`config.mk`:
```
export PLATFORM = sky130hd
export DESIGN_NAME = dr_capture_ctrl
export DESIGN_NICKNAME = d
export VERILOG_FILES = /design/src/rtl/dr_capture_ctrl.sv
export SDC_FILE = /design/constraint.sdc
export NUM_CORES = 1
export LEC_CHECK = 0
export ABC_AREA = 1
export CELL_PAD_IN_SITES_DETAIL_PLACEMENT = 1
export CELL_PAD_IN_SITES_GLOBAL_PLACEMENT = 2
export CORE_ASPECT_RATIO = 0.9
export CORE_MARGIN = 2
export CORE_UTILIZATION = 30
export DETAILED_ROUTE_END_ITERATION = 12
export HOLD_SLACK_MARGIN = 0.08
export PLACE_DENSITY = 0.78
export SLEW_MARGIN = 20
export SYNTH_ARGS = -nofsm -noshare
export SYNTH_HDL_FRONTEND = slang
export SYNTH_SLANG_ARGS = --single-unit
```
`constraint.sdc`:
```
create_clock -name clk -period 2.04 [get_ports clk]
set_clock_uncertainty 0.1 [all_clocks]
set_input_delay 0.408 -clock clk [delete_from_list [all_inputs] [get_ports clk]]
set_output_delay 0.408 -clock clk [all_outputs]
set_load 0.005 [all_outputs]
```
`src/rtl/dr_capture_ctrl.sv`:
```
// Clocked four-phase receiver for an N-bit dual-rail bus: synchronises the rails, detects NULL,
// completion and illegal codes, captures into a valid/ready register. Optional watchdog: DRC_TIMEOUT_EN.
module dr_capture_ctrl #(
  parameter int N           = 10,
  parameter int SYNC_STAGES = 2,
  parameter int TIMEOUT     = 255
) (
  input  logic           clk,
  input  logic           rst_n,
  input  logic [2*N-1:0] dr_in,
  output logic           ack_out,
  output logic [N-1:0]   dout,
  output logic           dout_valid,
  input  logic           dout_ready,
  output logic           err_illegal,
  output logic           timeout,
  input  logic           err_clr
);

  if (SYNC_STAGES < 2 || TIMEOUT < 1) begin : g_bad_params
    $error("dr_capture_ctrl: SYNC_STAGES must be >= 2 and TIMEOUT >= 1");
  end

  typedef enum logic [1:0] {
    S_WAIT  = 2'd0,
    S_ACK   = 2'd1,
    S_DRAIN = 2'd2
  } state_e;

  logic [2*N-1:0] sync_q [SYNC_STAGES];
  logic [2*N-1:0] bus;
  logic [N-1:0]   pair_comp;
  logic [N-1:0]   pair_null;
  logic [N-1:0]   pair_ill;
  logic [N-1:0]   word;
  logic           bus_comp;
  logic           bus_null;
  logic           bus_ill;

  state_e         state_q;
  state_e         state_d;
  logic           ack_q;
  logic [N-1:0]   dout_q;
  logic           dout_valid_q;
  logic           err_illegal_q;
  logic           consume;
  logic           slot_free;
  logic           capture;

  // Each rail passes through its own flop chain; pairs may resolve on different cycles,
  // which the completion detector tolerates because it waits for every pair.
  always_ff @(posedge clk or negedge rst_n) begin
    if (!rst_n) begin
      for (int i = 0; i < SYNC_STAGES; i++) begin
        sync_q[i] <= '0;
      end
    end else begin
      sync_q[0] <= dr_in;
      for (int i = 1; i < SYNC_STAGES; i++) begin
        sync_q[i] <= sync_q[i-1];
      end
    end
  end

  assign bus = sync_q[SYNC_STAGES-1];

  always_comb begin
    pair_comp = '0;
    pair_null = '0;
    pair_ill  = '0;
    word      = '0;
    for (int i = 0; i < N; i++) begin
      pair_comp[i] = bus[2*i+1] ^ bus[2*i];
      pair_null[i] = ~(bus[2*i+1] | bus[2*i]);
      pair_ill[i]  = bus[2*i+1] & bus[2*i];
      word[i]      = bus[2*i+1];
    end
  end

  assign bus_ill  = |pair_ill;
  assign bus_comp = (&pair_comp) & ~bus_ill;
  assign bus_null = &pair_null;

  assign consume   = dout_valid_q & dout_ready;
  assign slot_free = ~dout_valid_q | dout_ready;
  assign capture   = (state_q == S_WAIT) & ~bus_ill & bus_comp & slot_free;

  always_comb begin
    state_d = state_q;
    case (state_q)
      S_WAIT: begin
        if (bus_ill) begin
          state_d = S_DRAIN;
        end else if (bus_comp && slot_free) begin
          state_d = S_ACK;
        end
      end
      S_ACK, S_DRAIN: begin
        if (bus_null) begin
          state_d = S_WAIT;
        end
      end
      default: state_d = S_WAIT;
    endcase
  end

  // Acknowledge is high in every state except S_WAIT, so it follows the registered state.
  always_ff @(posedge clk or negedge rst_n) begin
    if (!rst_n) begin
      state_q       <= S_WAIT;
      ack_q         <= 1'b0;
      dout_q        <= '0;
      dout_valid_q  <= 1'b0;
      err_illegal_q <= 1'b0;
    end else begin
      state_q       <= state_d;
      ack_q         <= (state_d != S_WAIT);
      if (capture) begin
        dout_q       <= word;
        dout_valid_q <= 1'b1;
      end else if (consume) begin
        dout_valid_q <= 1'b0;
      end
      err_illegal_q <= (err_illegal_q & ~err_clr) | bus_ill;
    end
  end

  assign ack_out     = ack_q;
  assign dout        = dout_q;
  assign dout_valid  = dout_valid_q;
  assign err_illegal = err_illegal_q;

`ifdef DRC_TIMEOUT_EN
  localparam int CW = $clog2(TIMEOUT + 1);

  logic [CW-1:0] cnt_q;
  logic [CW-1:0] cnt_d;
  logic          timeout_q;

  // Idle (null in S_WAIT) and every phase change restart the watchdog.
  always_comb begin
    cnt_d = cnt_q;
    if ((state_d != state_q) || ((state_q == S_WAIT) && bus_null)) begin
      cnt_d = '0;
    end else if (cnt_q != CW'(TIMEOUT)) begin
      cnt_d = cnt_q + 1'b1;
    end
  end

  always_ff @(posedge clk or negedge rst_n) begin
    if (!rst_n) begin
      cnt_q     <= '0;
      timeout_q <= 1'b0;
    end else begin
      cnt_q     <= cnt_d;
      timeout_q <= (timeout_q & ~err_clr) | (cnt_d == CW'(TIMEOUT));
    end
  end

  assign timeout = timeout_q;
`else
  assign timeout = 1'b0;
`endif

endmodule

```
# Yosys cells after proc, flatten, opt, wreduce, memory -nomap -nowiden
# Index checks and enable logic that the tools add are counted.
[op_classes]
eq_ne = 2
muxes = 6
n_reduce_logical = 8
bitwise = 51
[ops]
columns = ["cell", "n"]
rows = [
  ["$reduce_and 10->1", 2],
  ["$and 1x1->1", 16],
  ["$not 1->1", 13],
  ["$or 1x1->1", 12],
  ["$reduce_or 10->1", 1],
  ["$xor 1x1->1", 10],
  ["$mux 2", 3],
  ["$pmux 2 s2", 1],
  ["$reduce_bool 2->1", 2],
  ["$eq 2x1->1 const B", 1],
  ["$eq 2x2->1 const B", 1],
  ["$logic_not 2->1", 1],
  ["$mux 1", 2],
  ["$reduce_or 2->1", 1],
  ["$logic_and 1x1->1", 1],
]
[word_totals]
output_inout_bits = 14
wordCells = 74
ff_bits = 55

# Logic depth before layout (Yosys ltp)
# Gate-level depths: netlist of the first run.
[logic_depth]
depth_word = 9
depth_mapped = 11

# Worst setup path after synthesis of the first run
# Ideal clock, no wire load.
[synth_timing]
kind = "register -> register"
start = "reg sync_q (netlist bit bus[1])"
end = "reg dout_q[0], in the netlist dout[0]"
stages_incl_launch_ff = 11
slack_ns = 0.489
synth_period_minus_slack_ns = 1.551
arrival_ns = 1.334
cell_sequence = "dfrtp_1 -> inv_1 -> ha_1 -> nand2_1 -> nor2_1 -> nand2_1 -> nor2_2 -> nand4_2 -> buf_6 -> nand2_2 -> o21ai_2"
[synth_between]
elab_chain_cells = 6
word_cells_on_any_way = 9
cone_classes = "bitwise (7); reduce/logical (2)"
[synth_lines]
columns = ["element", "line_no", "text"]
rows = [
  ["start: declaration", "30", "logic [2*N-1:0] sync_q [SYNC_STAGES];"],
  ["start signal: indexed assignment", "60", "sync_q[i] <= sync_q[i-1];"],
  ["$and 1x1->1", "75", "pair_ill[i] = bus[2*i+1] & bus[2*i];"],
  ["$reduce_or 10->1", "80", "assign bus_ill = |pair_ill;"],
  ["$not 1->1", "81, 86", ""],
  ["$and 1x1->1, on equally long branches", "86, 81", ""],
  ["$and 1x1->1 (2 in a row)", "86", "assign capture = (state_q == S_WAIT) & ~bus_ill & bus_comp & slot_free;"],
  ["end signal: assignment", "119", "dout_q <= word;"],
  ["end: declaration", "43", "logic [N-1:0] dout_q;"],
]
# Several ways; a longest one is shown, not always the timed one.
# A chain may end at the register's enable or synchronous reset.

# Worst setup path after layout of the first run
[layout_timing]
start = "reg sync_q (netlist bit bus[17])"
end = "reg ack_q, in the netlist ack_out"
[layout_between]
elab_chain_cells = 9
word_cells_on_any_way = 15
cone_classes = "mux (4); bitwise (6); reduce/logical (5)"
[layout_lines]
columns = ["element", "line_no", "text"]
rows = [
  ["$and 1x1->1", "75", ""],
  ["$reduce_or 10->1", "80", ""],
  ["$not 1->1", "81", "assign bus_comp = (&pair_comp) & ~bus_ill;"],
  ["$and 1x1->1", "81", ""],
  ["$logic_and 1x1->1", "94", "end else if (bus_comp && slot_free) begin"],
  ["$mux 2", "94", ""],
  ["$mux 2", "92", "if (bus_ill) begin"],
  ["$pmux 2 s2 (*)", "90", "case (state_q)"],
  ["$reduce_bool 2->1 (*)", "117", "ack_q <= (state_d != S_WAIT);"],
  ["end signal: assignment", "117", ""],
  ["end: declaration", "42", "logic ack_q;"],
]
# Every way passes the cells marked *; elsewhere a longest branch is shown, timed or not.

==> impl_summary.log, run 1 <==
INFO  metric cts_tree = yes
INFO  metric yosys.area.top_type = sky130_fd_sc_hd__dfrtp_1
INFO  metric cpPeakStageDelay = 0.40 ns
INFO  metric num_vias = 1257
INFO  metric clock_latency_at_the_later_pin_of_the_worst_skew_pair = 0.31 ns
INFO  metric total_placed_cells_including_tap_cells = 305
INFO  metric area.growth.synth_to_final = 26.2%
INFO  metric setup_repair_after_global_routing_missed_its_margin = false
INFO  metric end_kind = flop
INFO  metric power.leakage = 1.32 nW
INFO  metric post-route-min-period = 1.85 ns
INFO  metric route.detailed.wl_per_inst = 11.8 um
INFO  metric clk_path_buf_depth = 2
INFO  metric postSynthRegisterBits = 55
INFO  metric setup_viol_count_final = 0
INFO  metric hold_class = flop to flop
INFO  metric report.final.hold_viol_count = 0
INFO  metric globalRouteOverflowTotal = 0
INFO  metric clk_root_buffer_cell = sky130_fd_sc_hd__clkbuf_8
INFO  metric worst-path-max-fanout = 21
INFO  metric die_width = 93.3 um
INFO  metric fin_util = 38.8%
INFO  metric required_time_reported_for_the_critical_path_endpoint = 2.15 ns
INFO  metric ports = 38
INFO  metric globalRouteTotalUtil = 10.6%
INFO  metric layout_common_cells = sky130_fd_sc_hd__dfrtp_1, sky130_fd_sc_hd__clkdlybuf4s50_1, sky130_fd_sc_hd__inv_1
INFO  metric clk_pin_slew = 0.10 ns
INFO  metric seq_area_frac_synth = 64.0%
INFO  metric power_per_cell_area = 737 nW/um^2
INFO  metric h_tree_depth = 2
INFO  metric die_outline_area = 7870 sq um
INFO  metric total_power = 0.00200 W
INFO  metric io_buffers = 36
INFO  metric layout.nets = 266
INFO  metric synthesis.area_per_instance = 12.2 sq um
INFO  metric setup-tns-final = 0 ns
INFO  metric core.rowCount = 29
INFO  metric ys_warn_count = 0
INFO  metric drt_iter0_markers = 34
INFO  metric grt_first_pass_wirelength = 6390 um
INFO  metric hpwl = 2890 um
INFO  metric path_buf_inv = 2
INFO  metric grt_max_degree = 24
INFO  metric antenna_cells = 0
INFO  metric proportion_of_netlist_area_held_by_the_largest_area_contributor = 64.0%
INFO  metric finalHoldWorstSlack = 0.257 ns
INFO  metric number_of_buffers_added_by_the_clock_tree_synthesis_step = 5
INFO  metric synthesis.nets = 222
INFO  metric drtPass1Iterations = 4
INFO  metric grt_antenna_before_repair = 0
INFO  metric drive_above_1_share = 16.7%
INFO  metric result_of_the_run = complete, no violations
INFO  metric drv_cap = 0
INFO  metric ys_top_cells_by_area = sky130_fd_sc_hd__dfrtp_1, sky130_fd_sc_hd__ha_1, sky130_fd_sc_hd__inv_1, sky130_fd_sc_hd__o21ai_2, sky130_fd_sc_hd__nand2_1
INFO  metric final.period_utilization = 90.9%
INFO  metric crit_family = simple AND/OR/NAND/NOR gates
INFO  metric syn-instance-count = 176
INFO  metric worst-setup-path-type = flop to flop
INFO  metric cp_cell_sequence = inv_1, ha_1, nand2_1, nor2_1, nand2_1, nor2_2, nand4_2, buf_4, nand2_1, nand2_1, nand2_1
INFO  metric start_util = 30.7%
INFO  metric worst_path_most_repeated_cell = sky130_fd_sc_hd__nand2_1
INFO  metric final.fill_count = 754
INFO  metric final-instance-count-excl-fill = 314
INFO  metric max_clock_freq = 539 MHz
INFO  metric design.core.area = 7000 sq um
INFO  metric slew_violations = 0
INFO  metric route.final.wire_length = 3720 um
INFO  metric final_antenna_net_count = 0
INFO  metric cts_resized = 0
INFO  metric via_count_of_the_first_global_routing_pass = 1397
INFO  metric post_synth_instance_area = 2150 sq um
INFO  metric setup.worst_path.start_class = flop
INFO  metric vias_per_cell = 4.00
INFO  metric synth_cell_type_count = 17
INFO  metric cts_sinks = 55
INFO  metric route.detailed.drc = 0
INFO  metric critPathSlowestCell = sky130_fd_sc_hd__dfrtp_1
INFO  metric layout_commonest_cell = sky130_fd_sc_hd__dfrtp_1
INFO  metric vdd_drop_max = 0.279 mV
INFO  metric die_height = 84.4 um
INFO  metric arrival = 1.96 ns
INFO  metric globalplace.congestion = 0.749
==> routing by layer <==
| metal | global-route usage (%) | share of wire [%] | up-vias |
|---|---|---|---|
| met5 | 0 | 0 | - |
| met2 | 17.8 | 50 | 31 |
| met3 | 2.78 | 4.3 | 5 |
| met4 | 3.21 | 1.1 | 0 |
| li1 | - | - | 616 |
| met1 | 13.3 | 44 | 605 |
==> stage by stage <==
step | setup WS [ns] | area [sq um]
final | 0.185 | 2720
after detailed placement | 0.171 | 2620
after CTS | 0.165 | 2720
after global placement | 0.202 | 2620
after floorplan | 0.489 | 2150
after global routing | 0.00473 | 2720
==> where the power goes <==
part | switching, W | internal, W | leakage, nW
clock | 0.000349 | 0.000239 | 0.0402
sequential | 0.0000273 | 0.00115 | 0.665
combinational | 0.000121 | 0.000114 | 0.616
total | 0.000497 | 0.00150 | 1.32
==> final cells by class <==
class	count	area [sq um]	area share (%)
Inverter	32	120	4.42
Timing Repair Buffer	40	388	14.3
Tap cell	93	116	4.29
Multi-Input combinational cell	86	626	23.0
Sequential cell	55	1380	50.7
Clock buffer	5	68.8	2.53
Clock inverter	3	20.0	0.737
==> sequential cells by signal, summed over array words and instances (netlist names) <==
signal / flops
bus: 20
sync_q: 20
dout: 10
state_q: 2
ack_out: 1
dout_valid: 1
err_illegal: 1
==> cells in the mapped netlist <==
cell type and count:
sky130_fd_sc_hd__nand2_2 11, sky130_fd_sc_hd__conb_1 1, sky130_fd_sc_hd__nand3_1 4, sky130_fd_sc_hd__nand4_1 1
sky130_fd_sc_hd__inv_1 32, sky130_fd_sc_hd__nand2_1 21, sky130_fd_sc_hd__o31ai_1 1, sky130_fd_sc_hd__nor2_2 3
sky130_fd_sc_hd__ha_1 22, sky130_fd_sc_hd__buf_4 1, sky130_fd_sc_hd__o21ai_0 1, sky130_fd_sc_hd__o21ai_2 10
sky130_fd_sc_hd__nor2_1 9, sky130_fd_sc_hd__dfrtp_1 55, sky130_fd_sc_hd__nand4_2 1, sky130_fd_sc_hd__buf_6 2
sky130_fd_sc_hd__nand3b_1 1
==> final timing paths <==
| kind | from | to | slack [ns] | cells past startpoint |
|---|---|---|---|---|
| setup / recovery | bus[17]$_DFF_PN0_ | ack_out$_DFF_PN0_ | 0.19 | 11 |
| hold / removal | sync_q[27]$_DFF_PN0_ | bus[7]$_DFF_PN0_ | 0.26 | 0 |
| setup reg to reg | bus[17]$_DFF_PN0_ | ack_out$_DFF_PN0_ | 0.19 | 11 |
| hold reg to reg | sync_q[27]$_DFF_PN0_ | bus[7]$_DFF_PN0_ | 0.26 | 0 |
| max in group asynchronous | rst_n | bus[10]$_DFF_PN0_ | 0.75 | 3 |
| min in group asynchronous | rst_n | sync_q[23]$_DFF_PN0_ | 0.48 | 2 |
==> cells by family (layout without fill, tap and decap cells) <==
family                     Yosys count  count (layout)  synth area share (%)
adders and majority gates           22              22                  12.8
DFF                                 55              55                  64.0
and+or+nand+nor                     51              51                  11.5
AOI/OAI and AO/OA                   12              12                  4.65
buffers and inverters               35              80                  6.98
other                                1               1                 0.174
==> what timing repair did <==
action	4_1_cts	5_1_grt
hold endpoints to repair	21	0
setup buffers	0	0
hold buffers	1	0
(Power assumes the default switching activity.)
==> run 2: changes to the inputs <==
--- a/config.mk
+++ b/config.mk
@@ -9,11 +9,12 @@
 export CELL_PAD_IN_SITES_DETAIL_PLACEMENT = 1
 export CELL_PAD_IN_SITES_GLOBAL_PLACEMENT = 2
 export CORE_ASPECT_RATIO = 0.9
-export CORE_MARGIN = 2
+export CORE_MARGIN = 1
 export CORE_UTILIZATION = 30
 export DETAILED_ROUTE_END_ITERATION = 12
+export DONT_BUFFER_PORTS = 1
 export HOLD_SLACK_MARGIN = 0.08
-export PLACE_DENSITY = 0.78
+export PLACE_DENSITY = 0.68
 export SLEW_MARGIN = 20
 export SYNTH_ARGS = -nofsm -noshare
 export SYNTH_HDL_FRONTEND = slang
==> impl_summary.log, run 2 (synthesized netlist as in run 1, its figures left out) <==
INFO  metric cp_startpoint = bus[14]$_DFF_PN0_
INFO  metric ports = 38
INFO  metric vdd_drop_max = 0.361 mV
INFO  metric worst-setup-path-type = flop to flop
INFO  metric total_power = 0.00211 W
INFO  metric core.rowCount = 28
INFO  metric grt_antenna_before_repair = 0
INFO  metric required_time_reported_for_the_critical_path_endpoint = 2.19 ns
INFO  metric arrival = 1.90 ns
INFO  metric die_width = 91.3 um
INFO  metric route.final.wire_length = 3590 um
INFO  metric drtPass1Iterations = 4
INFO  metric slew_violations = 0
INFO  metric area.growth.synth_to_final = 21.0%
INFO  metric worst-path-max-fanout = 11
INFO  metric power.leakage = 1.30 nW
INFO  metric route.detailed.drc = 0
INFO  metric grt_max_degree = 56
INFO  metric layout_commonest_cell = sky130_fd_sc_hd__dfrtp_1
INFO  metric route.detailed.wl_per_inst = 12.2 um
INFO  metric num_vias = 1194
INFO  metric regToRegStartpoint = bus[14]$_DFF_PN0_
INFO  metric hpwl = 2650 um
INFO  metric clk_pin_slew = 0.09 ns
INFO  metric setup_viol_count_final = 0
INFO  metric setup_repair_after_global_routing_missed_its_margin = false
INFO  metric cts_tree = yes
INFO  metric die_outline_area = 7520 sq um
INFO  metric h_tree_depth = 2
INFO  metric globalplace.congestion = 0.705
INFO  metric clk_path_buf_depth = 2
INFO  metric globalRouteOverflowTotal = 0
INFO  metric layout_common_cells = sky130_fd_sc_hd__dfrtp_1, sky130_fd_sc_hd__inv_1, sky130_fd_sc_hd__ha_1
INFO  metric post-route-min-period = 1.75 ns
INFO  metric clk_root_buffer_cell = sky130_fd_sc_hd__clkbuf_8
INFO  metric globalRouteTotalUtil = 11.1%
INFO  metric result_of_the_run = complete, no violations
INFO  metric cts_setup_buffers = 0
INFO  metric cts_sinks = 55
INFO  metric hold_class = input pin to flop
INFO  metric max_clock_freq = 572 MHz
INFO  metric grt_first_pass_wirelength = 6280 um
INFO  metric start_util = 31.8%
INFO  metric drv_cap = 0
INFO  metric setup.worst_path.start_class = flop
INFO  metric report.final.hold_viol_count = 0
INFO  metric power_per_cell_area = 811 nW/um^2
INFO  metric cts_resized = 0
INFO  metric die_height = 82.4 um
INFO  metric clock_latency_at_the_later_pin_of_the_worst_skew_pair = 0.30 ns
INFO  metric design.core.area = 6760 sq um
INFO  metric final_antenna_net_count = 0
INFO  metric drt_iter0_markers = 32
INFO  metric end_kind = flop
INFO  metric vias_per_cell = 4.05
INFO  metric drive_above_1_share = 17.6%
INFO  metric ctsHoldBuffers = 22
INFO  metric number_of_buffers_added_by_the_clock_tree_synthesis_step = 5
INFO  metric final.period_utilization = 85.7%
INFO  metric via_count_of_the_first_global_routing_pass = 1336
INFO  metric setup-tns-final = 0 ns
INFO  metric io_buffers = 0
INFO  metric antenna_cells = 0
INFO  metric holdCritStartpoint = err_clr
INFO  metric layout.nets = 250
run 2: cell count changes in the layout (fill, tap and decap cells not counted), sizes merged:
cell           before  now
bufinv              0    1
clkbuf              5    6
dlygate4sd3         1   21
clkdlybuf4s50      35    0
buf                 4    3
clkinvlp            2    0
run 2: worst paths after layout:
kind / end / slack (ns) / cells after the start
setup / recovery: ack_out$_DFF_PN0_ / 0.29 / 9
setup reg to reg: ack_out$_DFF_PN0_ / 0.29 / 9
max in group asynchronous: dout[5]$_DFFE_PN0P_ / 1.10 / 2
hold / removal: err_illegal$_DFF_PN0_ / 0.10 / 1
hold reg to reg: bus[19]$_DFF_PN0_ / 0.26 / 0
min in group asynchronous: dout[3]$_DFFE_PN0P_ / 0.50 / 2
run 2: final cells by class:
class	count	area, sq um
Clock buffer	6	82.6
Clock inverter	2	35.0
Fill cell	743	4160
Inverter	32	120
Multi-Input combinational cell	86	626
Sequential cell	55	1380
Tap cell	90	113
Timing Repair Buffer	24	253
run 2: power by group:
part | leakage [nW] | internal, W | switching (W)
Sequential | 0.665 | 0.00115 | 0.0000314
Combinational | 0.571 | 0.0000888 | 0.000118
Clock | 0.0612 | 0.000397 | 0.000328
Total | 1.30 | 0.00164 | 0.000477
run 2: critical path, stage by stage, from the launching register on:
cell	delay [ns]
sky130_fd_sc_hd__dfrtp_1	0.39
sky130_fd_sc_hd__ha_1	0.20
sky130_fd_sc_hd__nor2_1	0.16
sky130_fd_sc_hd__nand2_2	0.10
sky130_fd_sc_hd__nor2_2	0.21
sky130_fd_sc_hd__nand4_2	0.13
sky130_fd_sc_hd__buf_4	0.21
sky130_fd_sc_hd__nand2_1	0.08
sky130_fd_sc_hd__nand2_1	0.06
sky130_fd_sc_hd__nand2_1	0.06
run 2: per-layer routing:
metal  global-route usage (%)  part of all wire [%]
met1                     13.3                    43
met2                     18.8                    50
met3                     3.57                   5.1
met4                     4.76                   1.7
met5                        0                     0
run 2: through the flow:
stage / std cells / worst slack (ns) / hold WS (ns) / instance area, sq um / util [%]
2_1_floorplan: 176 / 0.489 / 0.0124 / 2150 / -
3_3_place_gp: 265 / 0.300 / 0.0141 / 2250 / 33.3
3_5_place_dp: 265 / 0.306 / 0.0140 / 2250 / 33.3
4_1_cts: 295 / 0.275 / 0.0869 / 2610 / 38.5
5_1_grt: 295 / 0.106 / 0.0926 / 2610 / 38.5
6_report: 295 / 0.291 / 0.101 / 2610 / 38.5
==> run 3: changes to the inputs <==
--- a/config.mk
+++ b/config.mk
@@ -13,6 +13,7 @@
 export CORE_UTILIZATION = 30
 export DETAILED_ROUTE_END_ITERATION = 12
 export DONT_BUFFER_PORTS = 1
+export GPL_TIMING_DRIVEN = 1
 export HOLD_SLACK_MARGIN = 0.08
 export PLACE_DENSITY = 0.68
 export SLEW_MARGIN = 20
==> results of run 3 <==
The final DEF is identical to that of run 2; final timing and power are the same.
